**src/rtl/serial_adder_ctrl.sv**
```systemverilog
// Bit-serial adder sequencer: one full-adder cell, LSB-first, one bit per clock.
// The carry lives in a flop between bits; the result is published only on completion.

// Half adder used as the building block of the full-adder cell.
module half_adder (
   input  logic a,
   input  logic b,
   output logic sum,
   output logic carry
);

   assign sum   = a ^ b;
   assign carry = a & b;

endmodule

// Full adder built from two half adders; the only adder logic in the design.
module fa_using_ha (
   input  logic a,
   input  logic b,
   input  logic c_in,
   output logic sum,
   output logic c_out
);

   logic s1;
   logic c1;
   logic c2;

   half_adder ha0 (
      .a     (a),
      .b     (b),
      .sum   (s1),
      .carry (c1)
   );

   half_adder ha1 (
      .a     (s1),
      .b     (c_in),
      .sum   (sum),
      .carry (c2)
   );

   assign c_out = c1 | c2;

endmodule

module serial_adder_ctrl #(
   parameter int WIDTH = 8
) (
   input  logic             clk,
   input  logic             rst_n,
   input  logic             start,
   input  logic [WIDTH-1:0] a,
   input  logic [WIDTH-1:0] b,
   input  logic             c_in,
   output logic             busy,
   output logic             done,
   output logic [WIDTH-1:0] sum,
   output logic             c_out
);

   // Counter needs at least one bit even when WIDTH is 1.
   localparam int CW = (WIDTH > 1) ? $clog2(WIDTH) : 1;
   localparam logic [CW-1:0] LAST = CW'(WIDTH - 1);

   typedef enum logic [1:0] {
      IDLE,
      ADD,
      DONE
   } state_t;

   state_t           state;
   state_t           state_next;
   logic [WIDTH-1:0] op_a;
   logic [WIDTH-1:0] op_b;
   logic [WIDTH-1:0] res;
   logic [WIDTH-1:0] res_next;
   logic             carry;
   logic [CW-1:0]    count;
   logic             fa_sum;
   logic             fa_cout;
   logic             accept;
   logic             last;

   fa_using_ha fa (
      .a     (op_a[0]),
      .b     (op_b[0]),
      .c_in  (carry),
      .sum   (fa_sum),
      .c_out (fa_cout)
   );

   // New bit enters at the MSB so after WIDTH shifts bit 0 sits at the LSB.
   generate
      if (WIDTH == 1) begin : g_res_w1
         assign res_next = fa_sum;
      end else begin : g_res_wn
         assign res_next = {fa_sum, res[WIDTH-1:1]};
      end
   endgenerate

   assign accept = start && ((state == IDLE) || (state == DONE));
   assign last   = (state == ADD) && (count == LAST);

   // State register; reset abandons any operation in flight.
   always_ff @(posedge clk or negedge rst_n) begin
      if (!rst_n) begin
         state <= IDLE;
      end else begin
         state <= state_next;
      end
   end

   // Next-state and status outputs; DONE lasts exactly one cycle.
   always_comb begin
      state_next = state;
      busy       = 1'b0;
      done       = 1'b0;
      case (state)
         IDLE: begin
            if (start) begin
               state_next = ADD;
            end
         end
         ADD: begin
            busy = 1'b1;
            if (count == LAST) begin
               state_next = DONE;
            end
         end
         DONE: begin
            done       = 1'b1;
            state_next = start ? ADD : IDLE;
         end
         default: begin
            state_next = IDLE;
         end
      endcase
   end

   // Operand shifting, carry chaining and result publication on the final bit.
   always_ff @(posedge clk or negedge rst_n) begin
      if (!rst_n) begin
         op_a  <= '0;
         op_b  <= '0;
         res   <= '0;
         carry <= 1'b0;
         count <= '0;
         sum   <= '0;
         c_out <= 1'b0;
      end else if (accept) begin
         op_a  <= a;
         op_b  <= b;
         carry <= c_in;
         count <= '0;
      end else if (state == ADD) begin
         op_a  <= op_a >> 1;
         op_b  <= op_b >> 1;
         res   <= res_next;
         carry <= fa_cout;
         count <= count + CW'(1);
         if (last) begin
            sum   <= res_next;
            c_out <= fa_cout;
         end
      end
   end

endmodule

```
**config.mk**
```make
export PLATFORM = sky130hd
export DESIGN_NAME = serial_adder_ctrl
export DESIGN_NICKNAME = d
export VERILOG_FILES = /design/src/rtl/serial_adder_ctrl.sv
export SDC_FILE = /design/constraint.sdc
export NUM_CORES = 1
export LEC_CHECK = 0
export CAP_MARGIN = 20
export CORE_UTILIZATION = 29
export DETAILED_ROUTE_END_ITERATION = 12
export DONT_BUFFER_PORTS = 1
export MAX_ROUTING_LAYER = met4
export PLACE_DENSITY_LB_ADDON = 0.25
export SYNTH_ARGS = -nofsm -noshare
export SYNTH_HDL_FRONTEND = slang
export SYNTH_SLANG_ARGS = --single-unit
```
**constraint.sdc**
```tcl
create_clock -name clk -period 4.78 [get_ports clk]
set_clock_uncertainty 0.15 [all_clocks]
set_input_delay 0.239 -clock clk [delete_from_list [all_inputs] [get_ports clk]]
set_output_delay 0.239 -clock clk [all_outputs]
set_load 0.005 [all_outputs]
```
==> reports/metrics.json, run 1 <==
{
  "final_layout_size_suffix_gt1_share_pct": 14.2,
  "synth.yosys.seq_area_share_pct": 55.3,
  "worstPathRequired_ps": 4810,
  "timing.critical_path.slowest_stage_cell": "dfrtp_1",
  "ant_diodes": 0,
  "place_hpwl_um": 2230,
  "die_height_um": 79.0,
  "synth_seq_cells": 38,
  "post_synth_instance_area_um2": 1720,
  "die_area_um2": 6240,
  "overall_overflow_remaining_after_global_route": 0,
  "worstReg2RegStart": "state[1]$_DFFE_PN0P_",
  "fraction_of_synthesized_cell_area_taken_by_the_top_area_cell_type_pct": 55.3,
  "placement.setup.worst_slack_ps": 2720,
  "worst_r2r_path_depth": 4,
  "tightestPinTransition_ps": 687,
  "placed_area_um2": 1730,
  "power_mw": 1.31,
  "synth.yosys.warnings": 0,
  "tritoncts.num_buffers": 5,
  "pin_count_of_the_biggest_net_entering_global_routing": 39,
  "totalNegativeSetupSlack_ps": 0,
  "timing.hold.worst.class": "primary input to register",
  "post_synth_edffs": 0,
  "critPathBufInv": 1,
  "cell_chain_of_the_critical_path": "nand2b_4 -> clkinv_4 -> nand2_4 -> mux2_2",
  "hold_path_depth": 2,
  "most_common_cell_in_the_synthesized_netlist": "dfrtp_1",
  "die_x_um": 79.0,
  "timing.final.max_slew_violations": 0,
  "vdd_ir_drop_max_mv": 0.164,
  "hold_path_startpoint": "start",
  "library_cell_used_as_clock_root_buffer": "clkbuf_8",
  "final.min_clock_period_ps": 2050,
  "rsz0062_at_grt": "false",
  "post_synth.cell_area_avg_um2": 11.4,
  "core_region_area_um2": 5610,
  "antenna_found_initial": 0,
  "clock_tree_from_tritoncts": "built",
  "grt_first_pass_wirelength_um": 5780,
  "worst_ep_arrival_time_ps": 2070,
  "avgRoutedWirePerCell_um": 14.6,
  "route.antenna.remaining_nets": 0,
  "io_pins": 31,
  "critical_path.max_fanout": 20,
  "numClockSinks": 38,
  "clk_latency_ps": 290,
  "synth_top_cell_by_area": "dfrtp_1",
  "fin_area_um2": 2040,
  "max-slew-margin-rel_pct": 54.2,
  "remaining_drc_errors": 0,
  "finalSetupViolations": 0,
  "clk_pin_slew_worst_paths_ps": 70,
  "critical-path-top-delay-family": "flip-flops",
  "whs_endpoint": "op_a[6]$_DFFE_PN0P_",
  "reg2reg_slack_ps": 2730,
  "cap_violations": 0,
  "final_net_count": 191,
  "report.final.hold_viol_count": 0,
  "starting_density_of_the_core_pct": 30.7,
  "cpPeakStageDelay_ps": 640,
  "grt_use_total_pct": 12.4,
  "synth.cells.most_frequent": "38 x dfrtp_1, 22 x nand2_1, 11 x mux2_2",
  "period_utilisation_layout_pct": 42.8,
  "final_setup_slack_of_the_worst_path_ps": 2730,
  "maxClockFrequency_mhz": 489,
  "vias": 1163,
  "crit_path_end_kind": "register",
  "placement_rows": 27,
  "synthArstFlopShare_pct": 100,
  "route.detailed.vias_per_inst": 4.83,
  "synthFlopType": "dfrtp_1",
  "cts_buffer_depth": 2,
  "power_leakage_nw": 0.896,
  "htree_levels": 2,
  "critical_path_class": "register to register",
  "ys_types": 24,
  "post_cts_buffers": 0,
  "synthesis.instances": 151,
  "yosys-top-cells-area": "dfrtp_1 55%, mux2_2 7.2%, nand2_1 4.8%",
  "status": "finished, final reports clean",
  "grt_pass1_vias": 1194,
  "start_kind": "register",
  "detail_route.first_pass.iterations": 3,
  "area.growth.synth_to_final_pct": 18.6,
  "powerDensity_nw_per_um2": 641,
  "drtIter0Drc": 80,
  "postCtsResizedCells": 0,
  "postRouteWirelength_um": 3510,
  "r2r_end": "sum[7]$_DFFE_PN0P_",
  "placement.io_buffers": 0,
  "finalWeightedCongestion": 0.751,
  "synth_fp_nets": 174
}
how the worst max path moves through the flow:
stage / start / end / cells past startpoint
5_1_grt: state[1]$_DFFE_PN0P_ / sum[7]$_DFFE_PN0P_ / 4
2_1_floorplan: count[0]$_DFFE_PN0P_ / count[2]$_DFFE_PN0P_ / 4
6_report: state[1]$_DFFE_PN0P_ / sum[7]$_DFFE_PN0P_ / 4
3_5_place_dp: state[1]$_DFFE_PN0P_ / sum[7]$_DFFE_PN0P_ / 4
4_1_cts: state[1]$_DFFE_PN0P_ / sum[7]$_DFFE_PN0P_ / 4
3_3_place_gp: state[1]$_DFFE_PN0P_ / sum[1]$_DFFE_PN0P_ / 4
worst reg2reg max path, delay by kind of cell (launching register included):
kind                   cells  cell delay, ps
flip-flops                 1             640
AND/OR/NAND/NOR            2             580
multiplexers               1             350
buffers and inverters      1             220
power by group:
part / internal, mW / switching [mW]
combinational: 0.217 / 0.212
sequential: 0.475 / 0.135
clock: 0.154 / 0.116
total: 0.845 / 0.463
layout by cell type, fill, tap and decap left out, types with 2 or more instances in the layout:
cell type and n:
a21oi_1 6, nand2_1 22, o21ai_0 3, nor3_1 8
nand2b_4 2, a22o_1 3, dlygate4sd3_1 18, dfrtp_1 38
o22ai_1 8, nand3_1 3, ha_1 2, mux2_2 11
nor2b_1 7, nor2_1 10, mux2i_1 7, clkinv_2 2
clkbuf_8 5, a211oi_1 6
routing by layer:
metal | vias up | routed length [µm] | global-route usage, %
met5 | - | 0 | -
met4 | 0 | 78 | 6.55
met3 | 8 | 192 | 3.33
met2 | 26 | 1660 | 19.7
met1 | 571 | 1580 | 14.4
li1 | 558 | - | -
cell type report:
type                            instances  area, µm²
Timing Repair Buffer                   19        200
Sequential cell                        38        951
Clock buffer                            5       68.8
Multi-Input combinational cell        102        678
Clock inverter                          3       40.0
Inverter                                2       12.5
Fill cell                             560       3570
Tap cell                               72       90.1
through the flow:
step	util [%]	hold slack, ps	cells
after global routing	36.4	23.7	241
after floorplan	-	-207	151
after global placement	30.9	-205	214
after detailed placement	30.9	-205	214
final	36.4	5.13	241
after CTS	36.4	0.124	241
what timing repair did:
| action | in CTS | in global routing |
|---|---|---|
| hold endpoints to repair | 54 | 0 |
| hold buffers | 19 | 0 |
| setup endpoints to repair | 0 | 0 |
kinds of logic (layout without fill, tap and decap cells):
logic type	after synthesis	count (layout)	synth area share [%]
multiplexers	18	18	11.3
AO/OA/AOI/OAI	27	27	10.1
buffers and inverters	11	29	5.31
AND/OR/NAND/NOR	54	54	15.4
flip-flops	38	38	55.3
adder cells (fa/ha/maj)	3	3	2.62
state kept, by name, summed over array words and instances (netlist names):
name   count
op_b       8
sum        8
op_a       8
carry      1
res        7
c_out      1
count      3
state      2
Power figures use the tool's default switching activity.
==> inputs of run 2 (changes only) <==
- ABC_AREA: default -> 1
- clock period: 4.78 -> 1.87 ns (I/O delays scaled with it)
==> run 2 against run 1 <==
Worst hold slack gained 28 ps; final cell count increased by 29%; fmax increased by 24%; largest cell class unchanged.
==> reports/metrics.json, run 2 <==
{
  "synth_top_cell_by_area": {"value": "dfrtp_1", "change": "unchanged"},
  "synth_seq_cells": {"value": 38, "change": "unchanged"},
  "overall_overflow_remaining_after_global_route": {"value": 0, "change": "unchanged"},
  "finalWeightedCongestion": {"value": 0.749, "change": "was 0.751"},
  "worstPathRequired": {"value": 1900, "unit": "ps", "change": "was 4810 ps"},
  "synthesis.instances": {"value": 214, "change": "was 151"},
  "power_leakage": {"value": 1.10, "unit": "nW", "change": "was 0.896 nW"},
  "vdd_ir_drop_max": {"value": 0.431, "unit": "mV", "change": "was 0.164 mV"},
  "tritoncts.num_buffers": {"value": 5, "change": "unchanged"},
  "most-common-layout-cells": {"value": "85 x nand2_1, 38 x dfrtp_1, 27 x nand3_1, 19 x dlygate4sd3_1, 17 x inv_1", "change": "was 38 x dfrtp_1, 22 x nand2_1, 18 x dlygate4sd3_1, 11 x mux2_2, 10 x nor2_1"},
  "grt_use_total": {"value": 14.3, "unit": "%", "change": "was 12.4%"},
  "totalNegativeSetupSlack": {"value": 0, "unit": "ps", "change": "unchanged"},
  "fraction_of_synthesized_cell_area_taken_by_the_top_area_cell_type": {"value": 55.0, "unit": "%", "change": "was 55.3%"},
  "remaining_drc_errors": {"value": 0, "change": "unchanged"},
  "most_common_cell_in_the_synthesized_netlist": {"value": "nand2_1", "change": "was dfrtp_1"},
  "final_net_count": {"value": 262, "change": "was 191"},
  "starting_density_of_the_core": {"value": 30.8, "unit": "%", "change": "was 30.7%"},
  "reg.largest.list": {"value": "op_a (8), op_b (8), sum (8)", "change": "unchanged"},
  "final_layout_size_suffix_gt1_share": {"value": 8.75, "unit": "%", "change": "was 14.2%"},
  "place_hpwl": {"value": 2510, "unit": "µm", "change": "was 2230 µm"},
  "final.min_clock_period": {"value": 1660, "unit": "ps", "change": "was 2050 ps"},
  "die_height": {"value": 79.2, "unit": "µm", "change": "was 79.0 µm"},
  "critical_path.max_fanout": {"value": 8, "change": "was 20"},
  "cap_violations": {"value": 0, "change": "unchanged"},
  "cts_hold_buffers": {"value": 20, "change": "was 19"},
  "power_switching_share": {"value": 39.1, "unit": "%", "change": "was 35.4%"},
  "clock_tree_from_tritoncts": {"value": "built", "change": "unchanged"},
  "clk_pin_slew_worst_paths": {"value": 70, "unit": "ps", "change": "about the same"},
  "area.growth.synth_to_final": {"value": 23.8, "unit": "%", "change": "was 18.6%"},
  "final_cell_count_no_fill": {"value": 312, "change": "was 241"},
  "library_cell_used_as_clock_root_buffer": {"value": "clkbuf_8", "change": "unchanged"},
  "tightestPinTransition": {"value": 444, "unit": "ps", "change": "was 687 ps"},
  "final_common_cell": {"value": "nand2_1", "change": "was dfrtp_1"},
  "post_synth.cell_area_avg": {"value": 8.07, "unit": "µm²", "change": "was 11.4 µm²"},
  "maxClockFrequency": {"value": 604, "unit": "MHz", "change": "was 489 MHz"},
  "start_kind": {"value": "register", "change": "unchanged"},
  "synth.yosys.seq_area_share": {"value": 55.0, "unit": "%", "change": "was 55.3%"},
  "timing.final.max_slew_violations": {"value": 0, "change": "unchanged"},
  "vias": {"value": 1420, "change": "was 1,163"},
  "ys_types": {"value": 15, "change": "was 24"},
  "route.detailed.vias_per_inst": {"value": 4.55, "change": "was 4.83"},
  "route.antenna.remaining_nets": {"value": 0, "change": "unchanged"},
  "grt_first_pass_wirelength": {"value": 6690, "unit": "µm", "change": "was 5780 µm"},
  "yosys-top-cells-area": {"value": "dfrtp_1 55%, nand2_1 18%, nand3_1 7.8%", "change": "was dfrtp_1 55%, mux2_2 7.2%, nand2_1 4.8%"},
  "place.detailed.instances": {"value": 284, "change": "was 214"},
  "timing.hold.worst.class": {"value": "primary input to register", "change": "unchanged"},
  "finalSetupViolations": {"value": 0, "change": "unchanged"},
  "crit_path_end_kind": {"value": "register", "change": "unchanged"},
  "pwr-share-seq": {"value": 43.4, "unit": "%", "change": "was 46.6%"},
  "synth.cells.most_frequent": {"value": "85 x nand2_1, 38 x dfrtp_1, 27 x nand3_1", "change": "was 38 x dfrtp_1, 22 x nand2_1, 11 x mux2_2"},
  "synth_fp_nets": {"value": 237, "change": "was 174"},
  "post_cts_buffers": {"value": 0, "change": "unchanged"},
  "report.final.hold_viol_count": {"value": 0, "change": "unchanged"},
  "period_utilisation_layout": {"value": 88.5, "unit": "%", "change": "was 42.8%"},
  "placement_rows": {"value": 27, "change": "unchanged"},
  "post_synth_edffs": {"value": 0, "change": "unchanged"},
  "synth.yosys.warnings": {"value": 0, "change": "unchanged"},
  "postRouteWirelength": {"value": 3810, "unit": "µm", "change": "was 3510 µm"},
  "status": {"value": "finished, final reports clean", "change": "unchanged"},
  "critical_path_class": {"value": "register to register", "change": "unchanged"},
  "drtIter0Drc": {"value": 68, "change": "was 80"},
  "numClockSinks": {"value": 38, "change": "unchanged"},
  "cts_buffer_depth": {"value": 2, "change": "unchanged"},
  "max-slew-margin-rel": {"value": 70.4, "unit": "%", "change": "was 54.2%"},
  "post_synth_instance_area": {"value": 1730, "unit": "µm²", "change": "was 1720 µm²"},
  "placement.io_buffers": {"value": 0, "change": "unchanged"},
  "die_x": {"value": 79.2, "unit": "µm", "change": "was 79.0 µm"},
  "worst_ep_arrival_time": {"value": 1690, "unit": "ps", "change": "was 2070 ps"},
  "die_area": {"value": 6270, "unit": "µm²", "change": "was 6240 µm²"},
  "pin_count_of_the_biggest_net_entering_global_routing": {"value": 39, "change": "unchanged"},
  "power_report.internal_total": {"value": 2.02, "unit": "mW", "change": "was 0.845 mW"},
  "net-switching-power": {"value": 1.30, "unit": "mW", "change": "was 0.463 mW"},
  "synthFlopType": {"value": "dfrtp_1", "change": "unchanged"},
  "ff_latch_area": {"value": 951, "unit": "µm²", "change": "unchanged"},
  "antenna_found_initial": {"value": 0, "change": "unchanged"},
  "rsz0062_at_grt": {"value": "false", "change": "unchanged"},
  "core_region_area": {"value": 5610, "unit": "µm²", "change": "unchanged"},
  "postCtsResizedCells": {"value": 0, "change": "unchanged"},
  "clk_latency": {"value": 290, "unit": "ps", "change": "about the same"},
  "n_fill_cell": {"value": 607, "change": "was 560"},
  "clock_power_share": {"value": 17.7, "unit": "%", "change": "was 20.6%"},
  "power_frac_comb": {"value": 38.9, "unit": "%", "change": "was 32.8%"},
  "powerDensity": {"value": 1550, "unit": "nW/µm²", "change": "was 641 nW/µm²"},
  "io_pins": {"value": 31, "change": "unchanged"},
  "grt_pass1_vias": {"value": 1413, "change": "was 1,194"},
  "synthArstFlopShare": {"value": 100, "unit": "%", "change": "unchanged"},
  "htree_levels": {"value": 2, "change": "unchanged"},
  "ant_diodes": {"value": 0, "change": "unchanged"},
  "multiInputGateArea": {"value": 664, "unit": "µm²", "change": "was 678 µm²"},
  "detail_route.first_pass.iterations": {"value": 5, "change": "was 3"},
  "avgRoutedWirePerCell": {"value": 12.2, "unit": "µm", "change": "was 14.6 µm"}
}
-- run 2: changes by cell type after synthesis, moves of 6 or more --
cell	change
nand2_1	+63
nand3_1	+24
inv_1	+16
mux2_2	-11
nor3_1	-8
o22ai_1	-8
mux2i_1	-7
nor2b_1	-7
a211oi_1	-6
nand3b_1	+6
-- run 2: cell type report --
cell class                      instances  share of cell area (%)
Clock inverter                          2                   0.585
Tap cell                               72                    4.21
Sequential cell                        38                    44.5
Clock buffer                            6                    3.86
Multi-Input combinational cell        148                    31.1
Timing Repair Buffer                   28                    12.6
Inverter                               18                    3.16
-- run 2: path summary, 6_finish.rpt --
| check | endpoint | startpoint | cells after the start | slack (ps) |
|---|---|---|---|---|
| worst min-delay path | op_a[5]$_DFFE_PN0P_ | start | 6 | 30 |
| worst max register to register | op_b[3]$_DFFE_PN0P_ | state[0]$_DFFE_PN0P_ | 5 | 210 |
| worst min register to register | sum[6]$_DFFE_PN0P_ | res[7]$_DFFE_PN0P_ | 2 | 330 |
| min in group asynchronous | sum[3]$_DFFE_PN0P_ | rst_n | 2 | 110 |
| worst max-delay path | op_b[3]$_DFFE_PN0P_ | state[0]$_DFFE_PN0P_ | 5 | 210 |
| max in group asynchronous | op_a[4]$_DFFE_PN0P_ | rst_n | 2 | 1260 |
-- run 2: metrics by stage --
stage / total power, mW / hold slack, ps / setup WS (ps) / util [%] / instance area, µm²
global route: 3.67 / 77.4 / 143 / 38.1 / 2140
detailed placement: 2.73 / -351 / 320 / 32.7 / 1830
CTS: 3.38 / 29.9 / 255 / 38.1 / 2140
global placement: 2.69 / -351 / 316 / 32.7 / 1830
floorplan: 2.37 / -352 / 581 / - / 1730
finish: 3.32 / 32.7 / 215 / 38.1 / 2140
-- run 2: kinds of logic (layout without fill, tap and decap cells) --
logic type / after synthesis / after routing / share of synthesized area (%)
simple gates: 136 / 136 / 33.2
flops: 38 / 38 / 55.0
compound gates: 9 / 9 / 2.61
fa+ha+maj: 3 / 3 / 2.61
buf+inv: 28 / 54 / 6.52
-- run 2: power groups by stage --
stage | combinational, mW | clock, mW | sequential [mW]
after detailed placement | 1.27 | 0 | 1.46
after global routing | 1.54 | 0.645 | 1.49
after floorplan | 0.976 | 0 | 1.40
after CTS | 1.32 | 0.611 | 1.45
final | 1.29 | 0.588 | 1.44
after global placement | 1.24 | 0 | 1.46
-- run 2: per-layer routing --
metal	vias to the layer above	global-route usage [%]	routed length, µm
li1	709	-	-
met1	676	17.5	1870
met2	33	22.7	1760
met3	2	3.45	140
met4	0	5.45	34
met5	-	-	0
-- run 2: critical path: stages (launching register included) --
cell and delay (ps):
dfrtp_1 450, inv_2 170, nand3b_1 100, dlygate4sd3_1 580
nand2_1 70, nor2_1 40
==> inputs of run 3 (changes only) <==
--- a/config.mk
+++ b/config.mk
@@ -8,9 +8,9 @@
 export ABC_AREA = 1
 export CAP_MARGIN = 20
-export CORE_UTILIZATION = 29
+export CORE_UTILIZATION = 35
 export DETAILED_ROUTE_END_ITERATION = 12
 export DONT_BUFFER_PORTS = 1
 export MAX_ROUTING_LAYER = met4
-export PLACE_DENSITY_LB_ADDON = 0.25
+export PLACE_DENSITY = 0.56
 export SYNTH_ARGS = -nofsm -noshare
 export SYNTH_HDL_FRONTEND = slang
--- a/constraint.sdc
+++ b/constraint.sdc
@@ -3,3 +3,3 @@
 set_input_delay 0.0935 -clock clk [delete_from_list [all_inputs] [get_ports clk]]
 set_output_delay 0.0935 -clock clk [all_outputs]
-set_load 0.005 [all_outputs]
+set_load 0.1 [all_outputs]
==> run 3 against run 2 <==
Worst hold slack got worse by 12 ps; register-to-register slack gained 90 ps; total power is 27% higher; flip-flop and latch count stayed put; final cell count is 1.6% higher.
==> reports/metrics.json, run 3 (synthesized netlist as in run 2, its figures left out) <==
{
  "status": {"value": "finished, final reports clean", "change": "unchanged"},
  "route.detailed.vias_per_inst": {"value": 4.52, "change": "was 4.55"},
  "worstPathRequired": {"value": 1630, "unit": "ps", "change": "was 1900 ps"},
  "max-slew-margin-rel": {"value": 71.3, "unit": "%", "change": "was 70.4%"},
  "numClockSinks": {"value": 38, "change": "unchanged"},
  "power": {"value": 4.20, "unit": "mW", "change": "was 3.32 mW"},
  "totalNegativeSetupSlack": {"value": 0, "unit": "ps", "change": "unchanged"},
  "post_cts_buffers": {"value": 0, "change": "unchanged"},
  "timing.final.max_slew_violations": {"value": 0, "change": "unchanged"},
  "timing.hold.worst.class": {"value": "primary input to register", "change": "unchanged"},
  "die_x": {"value": 72.3, "unit": "µm", "change": "was 79.2 µm"},
  "crit_path_end_kind": {"value": "output pin", "change": "was register"},
  "reg.largest.list": {"value": "op_a (8), op_b (8), sum (8)", "change": "unchanged"},
  "postCtsResizedCells": {"value": 0, "change": "unchanged"},
  "detail_route.first_pass.iterations": {"value": 4, "change": "was 5"},
  "powerDensity": {"value": 1900, "unit": "nW/µm²", "change": "was 1550 nW/µm²"},
  "cts_hold_buffers": {"value": 20, "change": "unchanged"},
  "r2r_end": {"value": "op_b[6]$_DFFE_PN0P_", "change": "was op_b[3]$_DFFE_PN0P_"},
  "ant_diodes": {"value": 0, "change": "unchanged"},
  "report.final.hold_viol_count": {"value": 0, "change": "unchanged"},
  "power_report.internal_total": {"value": 2.14, "unit": "mW", "change": "was 2.02 mW"},
  "grt_use_total": {"value": 16.5, "unit": "%", "change": "was 14.3%"},
  "postRouteWirelength": {"value": 3700, "unit": "µm", "change": "was 3810 µm"},
  "finalSetupViolations": {"value": 0, "change": "unchanged"},
  "clk_latency": {"value": 290, "unit": "ps", "change": "about the same"},
  "hold_path_depth": {"value": 5, "change": "was 6"},
  "place_hpwl": {"value": 2360, "unit": "µm", "change": "was 2510 µm"},
  "period_utilisation_layout": {"value": 89.9, "unit": "%", "change": "was 88.5%"},
  "worstReg2RegStart": {"value": "state[0]$_DFFE_PN0P_", "change": "unchanged"},
  "clock_power_share": {"value": 13.9, "unit": "%", "change": "was 17.7%"},
  "grt_first_pass_wirelength": {"value": 6270, "unit": "µm", "change": "was 6690 µm"},
  "reg2reg_slack": {"value": 300, "unit": "ps", "change": "was 210 ps"},
  "whs_endpoint": {"value": "op_b[0]$_DFFE_PN0P_", "change": "was op_a[5]$_DFFE_PN0P_"},
  "drtIter0Drc": {"value": 134, "change": "was 68"},
  "die_area": {"value": 5220, "unit": "µm²", "change": "was 6270 µm²"},
  "grt_pass1_vias": {"value": 1349, "change": "was 1,413"},
  "critical_path_class": {"value": "register to output pin", "change": "was register to register"},
  "area.growth.synth_to_final": {"value": 28.2, "unit": "%", "change": "was 23.8%"},
  "vdd_ir_drop_max": {"value": 0.573, "unit": "mV", "change": "was 0.431 mV"},
  "power_switching_share": {"value": 49.0, "unit": "%", "change": "was 39.1%"},
  "die_height": {"value": 72.3, "unit": "µm", "change": "was 79.2 µm"},
  "library_cell_used_as_clock_root_buffer": {"value": "clkbuf_8", "change": "unchanged"},
  "post-route-util": {"value": 46.9, "unit": "%", "change": "was 38.1%"},
  "start_kind": {"value": "register", "change": "unchanged"},
  "core_region_area": {"value": 4720, "unit": "µm²", "change": "was 5610 µm²"},
  "io_pins": {"value": 31, "change": "unchanged"},
  "place.detailed.instances": {"value": 289, "change": "was 284"},
  "finalWeightedCongestion": {"value": 0.729, "change": "was 0.749"},
  "most-common-layout-cells": {"value": "85 x nand2_1, 38 x dfrtp_1, 27 x nand3_1, 19 x dlygate4sd3_1, 18 x buf_4", "change": "was 85 x nand2_1, 38 x dfrtp_1, 27 x nand3_1, 19 x dlygate4sd3_1, 17 x inv_1"},
  "starting_density_of_the_core": {"value": 36.6, "unit": "%", "change": "was 30.8%"},
  "tightestPinTransition": {"value": 429, "unit": "ps", "change": "was 444 ps"},
  "overall_overflow_remaining_after_global_route": {"value": 0, "change": "unchanged"},
  "net-switching-power": {"value": 2.06, "unit": "mW", "change": "was 1.30 mW"},
  "cts_buffer_depth": {"value": 2, "change": "unchanged"},
  "placement.io_buffers": {"value": 0, "change": "unchanged"},
  "cap_violations": {"value": 0, "change": "unchanged"},
  "power_frac_comb": {"value": 52.6, "unit": "%", "change": "was 38.9%"},
  "critical_path.max_fanout": {"value": 16, "change": "was 8"},
  "final_net_count": {"value": 272, "change": "was 262"},
  "maxClockFrequency": {"value": 595, "unit": "MHz", "change": "was 604 MHz"},
  "hold_path_startpoint": {"value": "start", "change": "unchanged"},
  "worst_ep_arrival_time": {"value": 1440, "unit": "ps", "change": "was 1690 ps"},
  "antenna_found_initial": {"value": 0, "change": "unchanged"},
  "tritoncts.num_buffers": {"value": 5, "change": "unchanged"},
  "final_layout_size_suffix_gt1_share": {"value": 12.8, "unit": "%", "change": "was 8.75%"},
  "final_common_cell": {"value": "nand2_1", "change": "unchanged"},
  "pin_count_of_the_biggest_net_entering_global_routing": {"value": 39, "change": "unchanged"},
  "htree_levels": {"value": 2, "change": "unchanged"},
  "pwr-share-seq": {"value": 33.4, "unit": "%", "change": "was 43.4%"},
  "placement_rows": {"value": 25, "change": "was 27"},
  "worst_r2r_path_depth": {"value": 5, "change": "unchanged"},
  "route.antenna.remaining_nets": {"value": 0, "change": "unchanged"},
  "vias": {"value": 1432, "change": "was 1,420"},
  "remaining_drc_errors": {"value": 0, "change": "unchanged"},
  "clk_pin_slew_worst_paths": {"value": 80, "unit": "ps", "change": "was 70 ps"},
  "clock_tree_from_tritoncts": {"value": "built", "change": "unchanged"},
  "avgRoutedWirePerCell": {"value": 11.7, "unit": "µm", "change": "was 12.2 µm"},
  "final.min_clock_period": {"value": 1680, "unit": "ps", "change": "was 1660 ps"},
  "rsz0062_at_grt": {"value": "false", "change": "unchanged"},
  "power_leakage": {"value": 1.16, "unit": "nW", "change": "was 1.10 nW"},
  "final_cell_count_no_fill": {"value": 317, "change": "was 312"}
}
[run 3: cell count changes in the layout (fill, tap and decap cells not counted)]
cell    before  now
nor2_1      15   14
nor2_4       0    1
buf_4        8   18
[run 3: how the worst max path moves through the flow]
stage	from	end	slack, ps	cells after the start
final	state[0]$_DFFE_PN0P_	busy	190	3
after global routing	state[0]$_DFFE_PN0P_	busy	110	3
after CTS	state[0]$_DFFE_PN0P_	busy	190	3
after detailed placement	state[0]$_DFFE_PN0P_	sum[4]$_DFFE_PN0P_	300	5
after global placement	state[0]$_DFFE_PN0P_	sum[1]$_DFFE_PN0P_	270	5
after floorplan	state[0]$_DFFE_PN0P_	done	180	2
[run 3: cell type report]
cell class                      count  area (µm²)
Fill cell                         461        2510
Sequential cell                    38         951
Multi-Input combinational cell    148         672
Timing Repair Buffer               38         345
Tap cell                           67        83.8
Clock buffer                        6        82.6
Inverter                           18        67.6
Clock inverter                      2        12.5
[run 3: layer usage]
metal | GRT usage [%] | vias up | wire length [µm]
met5 | - | - | 0
li1 | - | 731 | -
met3 | 3.75 | 8 | 117
met2 | 23.7 | 28 | 1660
met4 | 7.19 | 0 | 88
met1 | 22.2 | 665 | 1830
[run 3: worst max-delay path: stages, from the launching register on]
cell	delay, ps
dfrtp_1	380
inv_2	110
nor2_4	300
buf_4	360
[run 3: per-stage QoR]
stage	setup slack [ps]	hold slack (ps)	area, µm²
floorplan	177	-352	1730
global placement	268	-351	1910
detailed placement	298	-352	1910
CTS	191	14.1	2210
global route	110	74.8	2210
finish	190	20.4	2210
[run 3: power groups by stage]
stage	clock [mW]	combinational, mW	sequential, mW
detailed placement	0	2.17	1.42
global placement	0	2.14	1.42
CTS	0.608	2.23	1.40
floorplan	0	1.09	2.00
global route	0.636	2.46	1.45
finish	0.585	2.21	1.41
